File: src/rtl/rvga_types.sv
// ---------------------------------------------------------------------------
// rvga_types -- constants shared across the register-slice datapath blocks.
//
// Contents:
//   DEFAULT_WIDTH : default data bits per beat for pipe_reg / pipe_stage.
//
// Holds constants only; the pipeline blocks declare no types of their own.
// ---------------------------------------------------------------------------
package rvga_types;

  localparam int unsigned DEFAULT_WIDTH = 32;

endpackage : rvga_types

File: src/rtl/pipe_stage.sv
// ---------------------------------------------------------------------------
// pipe_stage -- one register stage of the pipe_reg elastic pipeline.
//
// Holds a valid bit and a data word. When the stage is ready (load_en) it
// takes the upstream valid, and takes the upstream data only if that valid is
// set, so a bubble moving through leaves the stale word in place. Flush clears
// the valid bit and wins over any load; the data word is never cleared except
// by reset.
//
// Ports:
//   clk     : clock, rising edge
//   rst_n   : asynchronous active-low reset (clears vld and dat)
//   flush   : discard the held beat on this edge
//   load_en : stage readiness; the stage captures its upstream this edge
//   up_vld  : valid of the upstream source (pipe input or previous stage)
//   up_dat  : data of the upstream source
//   vld     : registered valid bit
//   dat     : registered data word
// ---------------------------------------------------------------------------
module pipe_stage #(
  parameter int WIDTH = rvga_types::DEFAULT_WIDTH
) (
  input  logic             clk,
  input  logic             rst_n,
  input  logic             flush,
  input  logic             load_en,
  input  logic             up_vld,
  input  logic [WIDTH-1:0] up_dat,
  output logic             vld,
  output logic [WIDTH-1:0] dat
);

  // NOTE: sequential state uses non-blocking (<=) so every stage samples the
  // pre-edge value of its neighbour; blocking here would let a beat race
  // through several stages in one edge.
  // NOTE: the data word is reset as well as the valid bit so data_o reads 0
  // out of reset; this is a handful of flops, not a memory, so the reset is
  // cheap and never blocks RAM inference.
  always_ff @(posedge clk or negedge rst_n) begin
    if (!rst_n) begin
      vld <= 1'b0;
      dat <= '0;
    end else if (flush) begin
      vld <= 1'b0;
    end else if (load_en) begin
      vld <= up_vld;
      if (up_vld) begin
        dat <= up_dat;
      end
    end
  end

endmodule : pipe_stage

File: src/rtl/pipe_reg.sv
// ---------------------------------------------------------------------------
// pipe_reg -- DEPTH-stage valid/ready register pipeline with flush.
//
// Stage 0 faces the upstream sender, stage DEPTH-1 drives the outputs. The
// ready chain is combinational from ready_i back to ready_o, so an empty
// stage anywhere lets everything upstream of it advance (no bubble penalty)
// and a full pipe still moves one beat per cycle while ready_i is high.
//
// Parameters:
//   WIDTH : data bits per beat (>= 1)
//   DEPTH : number of register stages (>= 1)
//
// Ports:
//   clk_i   : clock, rising edge
//   rst_ni  : asynchronous active-low reset; release must be synchronous
//   flush_i : discard all held beats; the beat on data_i is not accepted
//   v_i     : upstream beat valid
//   data_i  : upstream beat data
//   ready_o : pipe accepts the upstream beat this cycle
//   v_o     : downstream beat valid
//   data_o  : downstream beat data
//   ready_i : downstream accepts the beat
//   count_o : number of occupied stages (registered, not flush-masked)
// ---------------------------------------------------------------------------
module pipe_reg #(
  parameter int WIDTH = rvga_types::DEFAULT_WIDTH,
  parameter int DEPTH = 2
) (
  input  logic                       clk_i,
  input  logic                       rst_ni,
  input  logic                       flush_i,
  input  logic                       v_i,
  input  logic [WIDTH-1:0]           data_i,
  output logic                       ready_o,
  output logic                       v_o,
  output logic [WIDTH-1:0]           data_o,
  input  logic                       ready_i,
  output logic [$clog2(DEPTH+1)-1:0] count_o
);

  localparam int CW = $clog2(DEPTH + 1);

  if (DEPTH < 1) begin : g_bad_depth
    $error("pipe_reg: DEPTH must be at least 1");
  end

  logic [DEPTH-1:0] vld;
  logic [WIDTH-1:0] dat [DEPTH];
  logic [DEPTH-1:0] up_vld;
  logic [WIDTH-1:0] up_dat [DEPTH];
  logic [DEPTH:0]   rdy;

  // A stage can load when it is empty or when the stage after it is loading
  // (i.e. its beat moves on this same edge). Evaluated in one process so the
  // backward chain is a single combinational sweep from ready_i.
  // NOTE: every bit of rdy is given a default before the loop so no path
  // leaves a bit unassigned, which would otherwise infer a latch.
  always_comb begin
    rdy        = '0;
    rdy[DEPTH] = ready_i;
    for (int k = DEPTH - 1; k >= 0; k--) begin
      rdy[k] = !vld[k] || rdy[k+1];
    end
  end

  for (genvar k = 0; k < DEPTH; k++) begin : g_stage
    if (k == 0) begin : g_head
      assign up_vld[k] = v_i;
      assign up_dat[k] = data_i;
    end else begin : g_body
      assign up_vld[k] = vld[k-1];
      assign up_dat[k] = dat[k-1];
    end

    pipe_stage #(
      .WIDTH (WIDTH)
    ) u_stage (
      .clk     (clk_i),
      .rst_n   (rst_ni),
      .flush   (flush_i),
      .load_en (rdy[k]),
      .up_vld  (up_vld[k]),
      .up_dat  (up_dat[k]),
      .vld     (vld[k]),
      .dat     (dat[k])
    );
  end

  // Handshake outputs are masked during flush: nothing enters and nothing is
  // handed downstream on an edge that is about to discard the contents.
  assign ready_o = rdy[0] && !flush_i;
  assign v_o     = vld[DEPTH-1] && !flush_i;
  assign data_o  = dat[DEPTH-1];

  // Occupancy reflects the registered valid bits, so it still shows the
  // pre-flush count during the flush cycle and drops to 0 after the edge.
  assign count_o = CW'($countones(vld));

endmodule : pipe_reg

File: config.mk
export PLATFORM = sky130hd
export DESIGN_NAME = pipe_reg
export DESIGN_NICKNAME = d
export VERILOG_FILES = /design/src/rtl/rvga_types.sv /design/src/rtl/pipe_stage.sv /design/src/rtl/pipe_reg.sv
export SDC_FILE = /design/constraint.sdc
export NUM_CORES = 1
export LEC_CHECK = 0
export ABC_AREA = 1
export CAP_MARGIN = 25
export CORE_ASPECT_RATIO = 1.2
export CORE_MARGIN = 3
export CORE_UTILIZATION = 44
export DETAILED_ROUTE_END_ITERATION = 8
export GPL_ROUTABILITY_DRIVEN = 0
export GPL_TIMING_DRIVEN = 0
export PLACE_DENSITY_LB_ADDON = 0.2
export SLEW_MARGIN = 20
export SYNTH_ARGS = -nofsm -noshare
export SYNTH_HDL_FRONTEND = slang
export SYNTH_SLANG_ARGS = --single-unit
File: constraint.sdc
create_clock -name clk_i -period 1.03 [get_ports clk_i]
set_input_delay 0.103 -clock clk_i [delete_from_list [all_inputs] [get_ports clk_i]]
set_output_delay 0.103 -clock clk_i [all_outputs]
set_load 0.01 [all_outputs]
==> results of run 1 <==
==> sequential cells by signal (all words and copies together), names as in the netlist <==
| name | flops |
|---|---|
| g_stage.u_stage.vld | 2 |
| g_stage.u_stage.dat | 64 |
==> metrics by stage <==
| step | TNS [ps] | setup slack (ps) | cells |
|---|---|---|---|
| floorplan | -368.5 | -18.43 | 325 |
| global placement | -182180 | -2295 | 482 |
| detailed placement | -31510 | -827.4 | 483 |
| CTS | -17020 | -335.3 | 513 |
| global route | -20040 | -381.6 | 521 |
| finish | -15100 | -336.7 | 521 |
==> timing repair <==
item	4_1_cts	5_1_grt
hold endpoints to repair	30	0
buffers inserted	17	17
resized for setup	223	86
setup endpoints to repair	100	95
hold buffers	1	0
pin swaps	2	21
gates cloned	3	4
==> critical path, stage by stage (launching register included) <==
cell and delay (ps):
dfrtp_1 400, buf_6 140, nand3_4 60, buf_6 130
nand2_4 50, inv_2 30, buf_6 100
==> cell usage after synthesis <==
cell type	n	area share, %
nand3_2	1	0.34
nor2_4	2	0.76
inv_1	6	0.76
nand3_1	64	11
nand2_4	2	0.76
dfrtp_1	66	56
buf_2	4	0.68
buf_6	6	2.3
ha_1	1	0.42
buf_4	38	9.7
clkbuf_1	2	0.26
nand2_1	130	17
nor2_1	1	0.13
a21oi_1	2	0.34
==> cells by family after synthesis <==
family	after synthesis	synth area share (%)
AND/OR/NAND/NOR	200	29.45
adder cells (fa/ha/maj)	1	0.4249
AO/OA/AOI/OAI	2	0.3400
flip-flops	66	56.10
buffers and inverters	56	13.68
==> metal layers <==
metal,track usage [%],up-vias,routed length (um)
met5,0,-,0
met4,8.310,0,141
met3,3.308,14,342
met2,33.56,66,4336
met1,24.10,1242,3103
li1,-,1211,-
==> path summary, 6_finish.rpt <==
kind / slack [ps] / to / start
min reg2reg: 470 / g_stage[0].u_stage.dat[10]$_DFFE_PN0P_ / g_stage[0].u_stage.dat[10]$_DFFE_PN0P_
max reg2reg: -270 / g_stage[0].u_stage.dat[18]$_DFFE_PN0P_ / g_stage[1].u_stage.vld$_DFFE_PN0P_
min in group clk_i: 300 / g_stage[0].u_stage.vld$_DFFE_PN0P_ / flush_i
min: 250 / g_stage[0].u_stage.dat[27]$_DFFE_PN0P_ / rst_ni
max: -340 / ready_o / g_stage[1].u_stage.vld$_DFFE_PN0P_
max in group asynchronous: 250 / g_stage[0].u_stage.dat[13]$_DFFE_PN0P_ / rst_ni
==> report_power, final <==
group / internal, W / switching [W]
Combinational: 0.00139 / 0.000869
Sequential: 0.00303 / 0.000343
Clock: 0.00107 / 0.000940
Total: 0.00548 / 0.00215
==> layout make-up <==
cell class	count	area share (%)
buffer	31	7.666
clock buffer	14	3.686
clock inverter	2	0.2137
inverter	6	0.5342
multi-input combinational	203	24.47
sequential	66	35.26
tap	85	2.270
timing repair buffer	114	25.91
==> layout by cell type (no fill, tap or decap) <==
cell type	netlist	layout
nand3_4	0	1
nand2_1	130	98
nand3_2	1	19
buf_16	0	1
clkbuf_1	2	2
clkbuf_8	0	13
buf_6	6	61
nand2_4	2	8
clkinv_2	0	2
buf_4	38	30
dlygate4sd2_1	0	1
buf_8	0	8
clkbuf_16	0	4
nand3_1	64	45
nor2_1	1	1
a21oi_2	0	1
inv_4	0	1
inv_1	6	3
inv_2	0	2
nand2_2	0	24
nor2_4	2	2
a21oi_1	2	1
buf_12	0	1
dfrtp_1	66	66
clkdlybuf4s50_1	0	34
nand2_8	0	2
dlygate4sd3_1	0	1
ha_4	0	1
buf_2	4	1
clkbuf_4	0	2
==> summary.txt, run 1 <==
Cells and area
  • Layout area overhead: 59.12%
  • Multi-input logic area: 1146 um^2
  • Layout cells sized above 1: between 40% and 50%
  • Filler cells: 477
  • Final Cell Area: 4684 um^2
  • Reg area: 1652 um^2
  • Ant diodes: 0
  • Layout Nets: 469
  • Post-layout util: 72.67%

Die
  • Initial Utilization: a little under half
  • Core Area: around 6400 um^2
  • Die W: 80.67 um
  • # rows: 32
  • Die Area: about 7700 um^2
  • Die height: 95.61 um
  • I/O pin cnt: 73

Timing
  • Max-slew violations: 0
  • Worst-Margin Slew: 406.7 ps
  • Final hold viol count: 0
  • Clock Skew: between 5 and 6 ps
  • Final WS setup: -336.7 ps
  • Relative slew margins: 72.89%
  • Worst hold slack: 254.9 ps
  • Endpoints failing setup: 83
  • Max Clock Freq: about 0.73 GHz
  • Fin crit share: 132.7%
  • RSZ-0062 raised after global routing: true
  • Period minus WS final: roughly 1400 ps

Yosys
  • Post-Syn Nets: 363
  • Ys Warns: 0
  • Cell count after synthesis: 325
  • Sequential share of the synthesized area: 56.10%
  • Synth cell types: 14
  • Netlist area before placement: between 2000 and 3000 um^2
  • Register bit total from synthesis: 66
  • Syn avg cell area: 9.059 um^2

Route
  • Iteration-0 DRC Markers: 130
  • WL final: 7924 um
  • DRC viols: 0
  • Via count: 2533
  • Drt pass-1 iters: 6
  • Wire per inst: ~15 um
  • Antenna viol nets, final: 0
  • Via/cell ratio: around 4.9

CTS
  • Clock root cell: clkbuf_8
  • Worst-path clk slew: 70 ps
  • Htree depth: 3
  • CTS Buf Count: 9
  • Max clock buf depth: 2
  • Clock Sinks: 66
  • Worst-skew pair later-pin latency: 330 ps
  • CTS tree: done

Place
  • Port bufs: 72
  • DP HPWL: 4511 um
  • Dpl cell area: 3789 um^2

Critical path
  • Critical path startpoint category: register
  • CP Max Fanout: 2
  • R2R cell count: 7
  • Crit Path Class: reg2out
  • Arrival @ worst endpoint: 1260 ps
  • Req. time, crit path: 930 ps
  • Crit. End Element: output pin

Run status
  • Status: finished, violations left
  • Failing checks: setup timing

Power
  • Total power: roughly 0.0076 W
  • Leakage: around 2.4 nW
  • Peak supply drop: between 1 and 1.5 mV
  • Power Density: approximately 1600 nW/um^2

GRT
  • Initial antenna violation count: 0
  • Gr ovfl total: 0
  • Gr usage total: between 15 and 20%
  • Vias in the first global route: 2491
  • Largest net degree at the start of global routing: 37
  • First-pass GRT wire length: 11440 um

Job
  • Max-cap violations: 0

Hold path
  • HP Class: in2async
(Power assumes the default switching activity.)
==> run 2, diff against run 1 <==
--- a/config.mk
+++ b/config.mk
@@ -5,7 +5,7 @@
 export SDC_FILE = /design/constraint.sdc
 export NUM_CORES = 1
 export LEC_CHECK = 0
-export ABC_AREA = 1
+export ABC_AREA = 0
 export CAP_MARGIN = 25
 export CORE_ASPECT_RATIO = 1.2
 export CORE_MARGIN = 3
==> summary.txt, run 2 <==
Critical path
  • Critical path startpoint category: register
  • Crit Path Class: reg2reg
  • CP Max Fanout: 10 (+8)
  • Arrival @ worst endpoint: 1930 ps (+670 ps)
  • Crit. End Element: register
  • Req. time, crit path: 1240 ps (+310 ps)

Timing
  • Max-slew violations: 0 (unchanged)
  • Final WS setup: -691.1 ps (-354.3 ps)
  • Relative slew margins: 74.38% (+1.5 points)
  • RSZ-0062 raised after global routing: true
  • Final hold viol count: 0 (unchanged)
  • Clock Skew: 6.763 ps (+1.686 ps)
  • Worst-Margin Slew: 384.2 ps (-22.44 ps)
  • Max Clock Freq: 0.5810 GHz (-21%)
  • Period minus WS final: 1721 ps (+354.3 ps)
  • Endpoints failing setup: 88 (+6.0%)
  • Fin crit share: 167.1% (+34 points)

Cells and area
  • Filler cells: 458 (-4.0%)
  • Most common cell after layout, fill and taps aside: dfrtp_1
  • Layout area overhead: 51.89%
  • Largest registers: g_stage.u_stage.dat x64, g_stage.u_stage.vld x2
  • Layout Nets: 317 (-32%)
  • Layout cells sized above 1: 61.13% (+19 points)
  • Max FFs per register: 64 (unchanged)
  • Final Cell Area: 4377 um^2 (-6.6%)
  • Top reg by flops: g_stage.u_stage.dat
  • Ant diodes: 0 (unchanged)
  • Non-Filler Instances: 365 (-30%)
  • Commonest non-fill, non-tap cells in the layout: dfrtp_1 (66), mux2_4 (62), buf_6 (60)
  • Post-layout util: 70.52% (-2.1 points)

Route
  • Via count: 1679 (-34%)
  • DRC viols: 0 (unchanged)
  • Metal-1 WL: 2418 um (-22%)
  • Via/cell ratio: 4.600 (-5.4%)
  • WL final: 5862 um (-26%)
  • Antenna viol nets, final: 0 (unchanged)
  • Drt pass-1 iters: 4 (-2)
  • Iteration-0 DRC Markers: 52 (-60%)
  • Wire per inst: 16.06 um (+5.6%)
  • Met2 wire len: 3012 um (-31%)
  • Top layer in use: met4
  • DR WL met3: 357 um (+4.4%)

CTS
  • Max clock buf depth: 2 (unchanged)
  • CTS tree: done
  • Worst-skew pair later-pin latency: 330 ps (about the same)
  • Clock Sinks: 66 (unchanged)
  • Worst-path clk slew: 70 ps (about the same)
  • CTS Buf Count: 9 (unchanged)
  • Htree depth: 3 (unchanged)
  • Clock root cell: clkbuf_8

Power
  • Power Density: 1976 nW/um^2 (+21%)
  • Peak supply drop: 1.052 mV (-8.7%)
  • Leakage: 2.203 nW (-7.3%)
  • Total power: 0.008649 W (+13%)

Yosys
  • EDFF count, synth: 0 (unchanged)
  • Post-Syn Nets: 218 (-40%)
  • Synth top cells by count: dfrtp_1 (66), mux2_2 (34), buf_4 (32), mux2_4 (30)
  • Syn avg cell area: 16.01 um^2 (+77%)
  • Synth cell types: 16 (+2)
  • Sequential share of the synthesized area: 57.32% (+1.2 points)
  • Register bit total from synthesis: 66 (unchanged)
  • Cell count after synthesis: 180 (-45%)
  • Synth area leader: dfrtp_1
  • Most numerous cell in the Yosys netlist: dfrtp_1
  • Top FF cell, synth: dfrtp_1
  • Synth area leaders: dfrtp_1 (57%), mux2_4 (16%), mux2_2 (13%)
  • Share of the synthesized area in the top cell type: 57.32% (+1.2 points)
  • Ys Warns: 0 (unchanged)
  • Netlist area before placement: 2882 um^2 (-2.1%)
  • FFs w/ async S/R, synth: 100.0% (unchanged)

Die
  • I/O pin cnt: 73 (unchanged)
  • Die W: 79.88 um (-0.99%)
  • # rows: 31 (-3.1%)
  • Die Area: 7560 um^2 (-2.0%)
  • Core Area: 6206 um^2 (-3.7%)
  • Die height: 94.65 um (-1.0%)
  • Initial Utilization: 46.43% (+0.76 points)

GRT
  • Vias in the first global route: 1876 (-25%)
  • Initial antenna violation count: 0 (unchanged)
  • Gr usage total: 16.71% (-2.8 points)
  • Gr ovfl total: 0 (unchanged)
  • First-pass GRT wire length: 9446 um (-17%)
  • Largest net degree at the start of global routing: 39 (+5.4%)

Job
  • Max-cap violations: 0 (unchanged)

Place
  • DP HPWL: 3552 um (-21%)
  • Port bufs: 72 (unchanged)
  • Placed Cells: 335 (-31%)
  • Dpl cell area: 3741 um^2 (-1.3%)

Run status
  • Failing checks: setup timing
  • Status: finished, violations left

Hold path
  • HP Class: in2async
run 2: cell count changes after synthesis, sizes merged, moves of 2 or more:
cell	before	now
nand3	65	0
nand2	132	0
inv	6	1
buf	48	39
mux2	0	64
clkbuf	2	0
run 2: where the power goes:
| part | total, W | internal [W] | switching, W |
|---|---|---|---|
| sequential | 0.00359 | 0.00318 | 0.000407 |
| clock | 0.00187 | 0.000980 | 0.000893 |
| combinational | 0.00318 | 0.00232 | 0.000863 |
run 2: what timing repair did:
item,CTS,global route
setup buffers,13,12
hold endpoints to repair,28,0
endpoints found under the setup margin,100,99
hold buffers,1,0
pin swaps,0,1
gates resized for setup,247,18
cloned,4,0
run 2: kinds of logic (layout without fill, tap and decap cells):
logic type | after synthesis | count (layout) | synth area share, %
AOI/OAI and AO/OA | 1 | 1 | 0.1735
adders and majority gates | 1 | 1 | 0.4341
buffers and inverters | 40 | 143 | 11.46
DFF | 66 | 66 | 57.32
muxes | 64 | 64 | 28.92
and+or+nand+nor | 8 | 8 | 1.694
run 2: cell type report:
class	count	area, um^2	area share (%)
flip-flops and latches	66	1652	37.74
repair buffers	101	1077	24.61
clock buffers	12	155.1	3.545
inverters	1	3.754	0.08576
clock inverters	3	15.01	0.3431
plain buffers	26	326.6	7.461
multi-input cells	74	1045	23.87
well taps	82	102.6	2.344
run 2: critical path, cell delays in order, from the launching register on:
cell and delay, ps:
dfrtp_1 390, and3b_1 190, or3b_1 400, buf_6 180
buf_12 150, mux2_4 300
run 2: worst paths after layout:
path	cells past startpoint	slack [ps]	startpoint	end
max reg2reg	5	-690	g_stage[0].u_stage.vld$_DFFE_PN0P_	g_stage[0].u_stage.dat[29]$_DFFE_PN0P_
min reg2reg	1	500	g_stage[0].u_stage.dat[19]$_DFFE_PN0P_	g_stage[1].u_stage.dat[19]$_DFFE_PN0P_
max in group asynchronous	3	270	rst_ni	g_stage[1].u_stage.dat[23]$_DFFE_PN0P_
min in group clk_i	2	380	data_i[31]	g_stage[0].u_stage.dat[31]$_DFFE_PN0P_
min	2	230	rst_ni	g_stage[0].u_stage.dat[12]$_DFFE_PN0P_
max	5	-690	g_stage[0].u_stage.vld$_DFFE_PN0P_	g_stage[0].u_stage.dat[29]$_DFFE_PN0P_
run 2: metal layers:
layer	vias to the layer above	global-route usage (%)
met2	49	27.16
met3	7	6.202
li1	778	-
met4	0	6.338
met1	845	20.24
met5	-	0
run 2: through the flow:
stage          TNS, ps  hold slack (ps)  setup slack, ps
2_1_floorplan   -25080           -192.6           -592.5
3_3_place_gp   -200550            484.4            -2320
3_5_place_dp    -48550            55.99           -845.4
4_1_cts         -37390            244.8           -648.2
5_1_grt         -42980            260.7           -734.7
6_report        -38310            230.6           -691.1
==> run 3, diff against run 2 <==
--- a/config.mk
+++ b/config.mk
@@ -13,6 +13,7 @@
 export DETAILED_ROUTE_END_ITERATION = 8
 export GPL_ROUTABILITY_DRIVEN = 0
 export GPL_TIMING_DRIVEN = 0
+export HOLD_SLACK_MARGIN = 0.05
 export PLACE_DENSITY_LB_ADDON = 0.2
 export SLEW_MARGIN = 20
 export SYNTH_ARGS = -nofsm -noshare
==> results of run 3 <==
Final layout, timing and power as in run 2 (identical DEF).
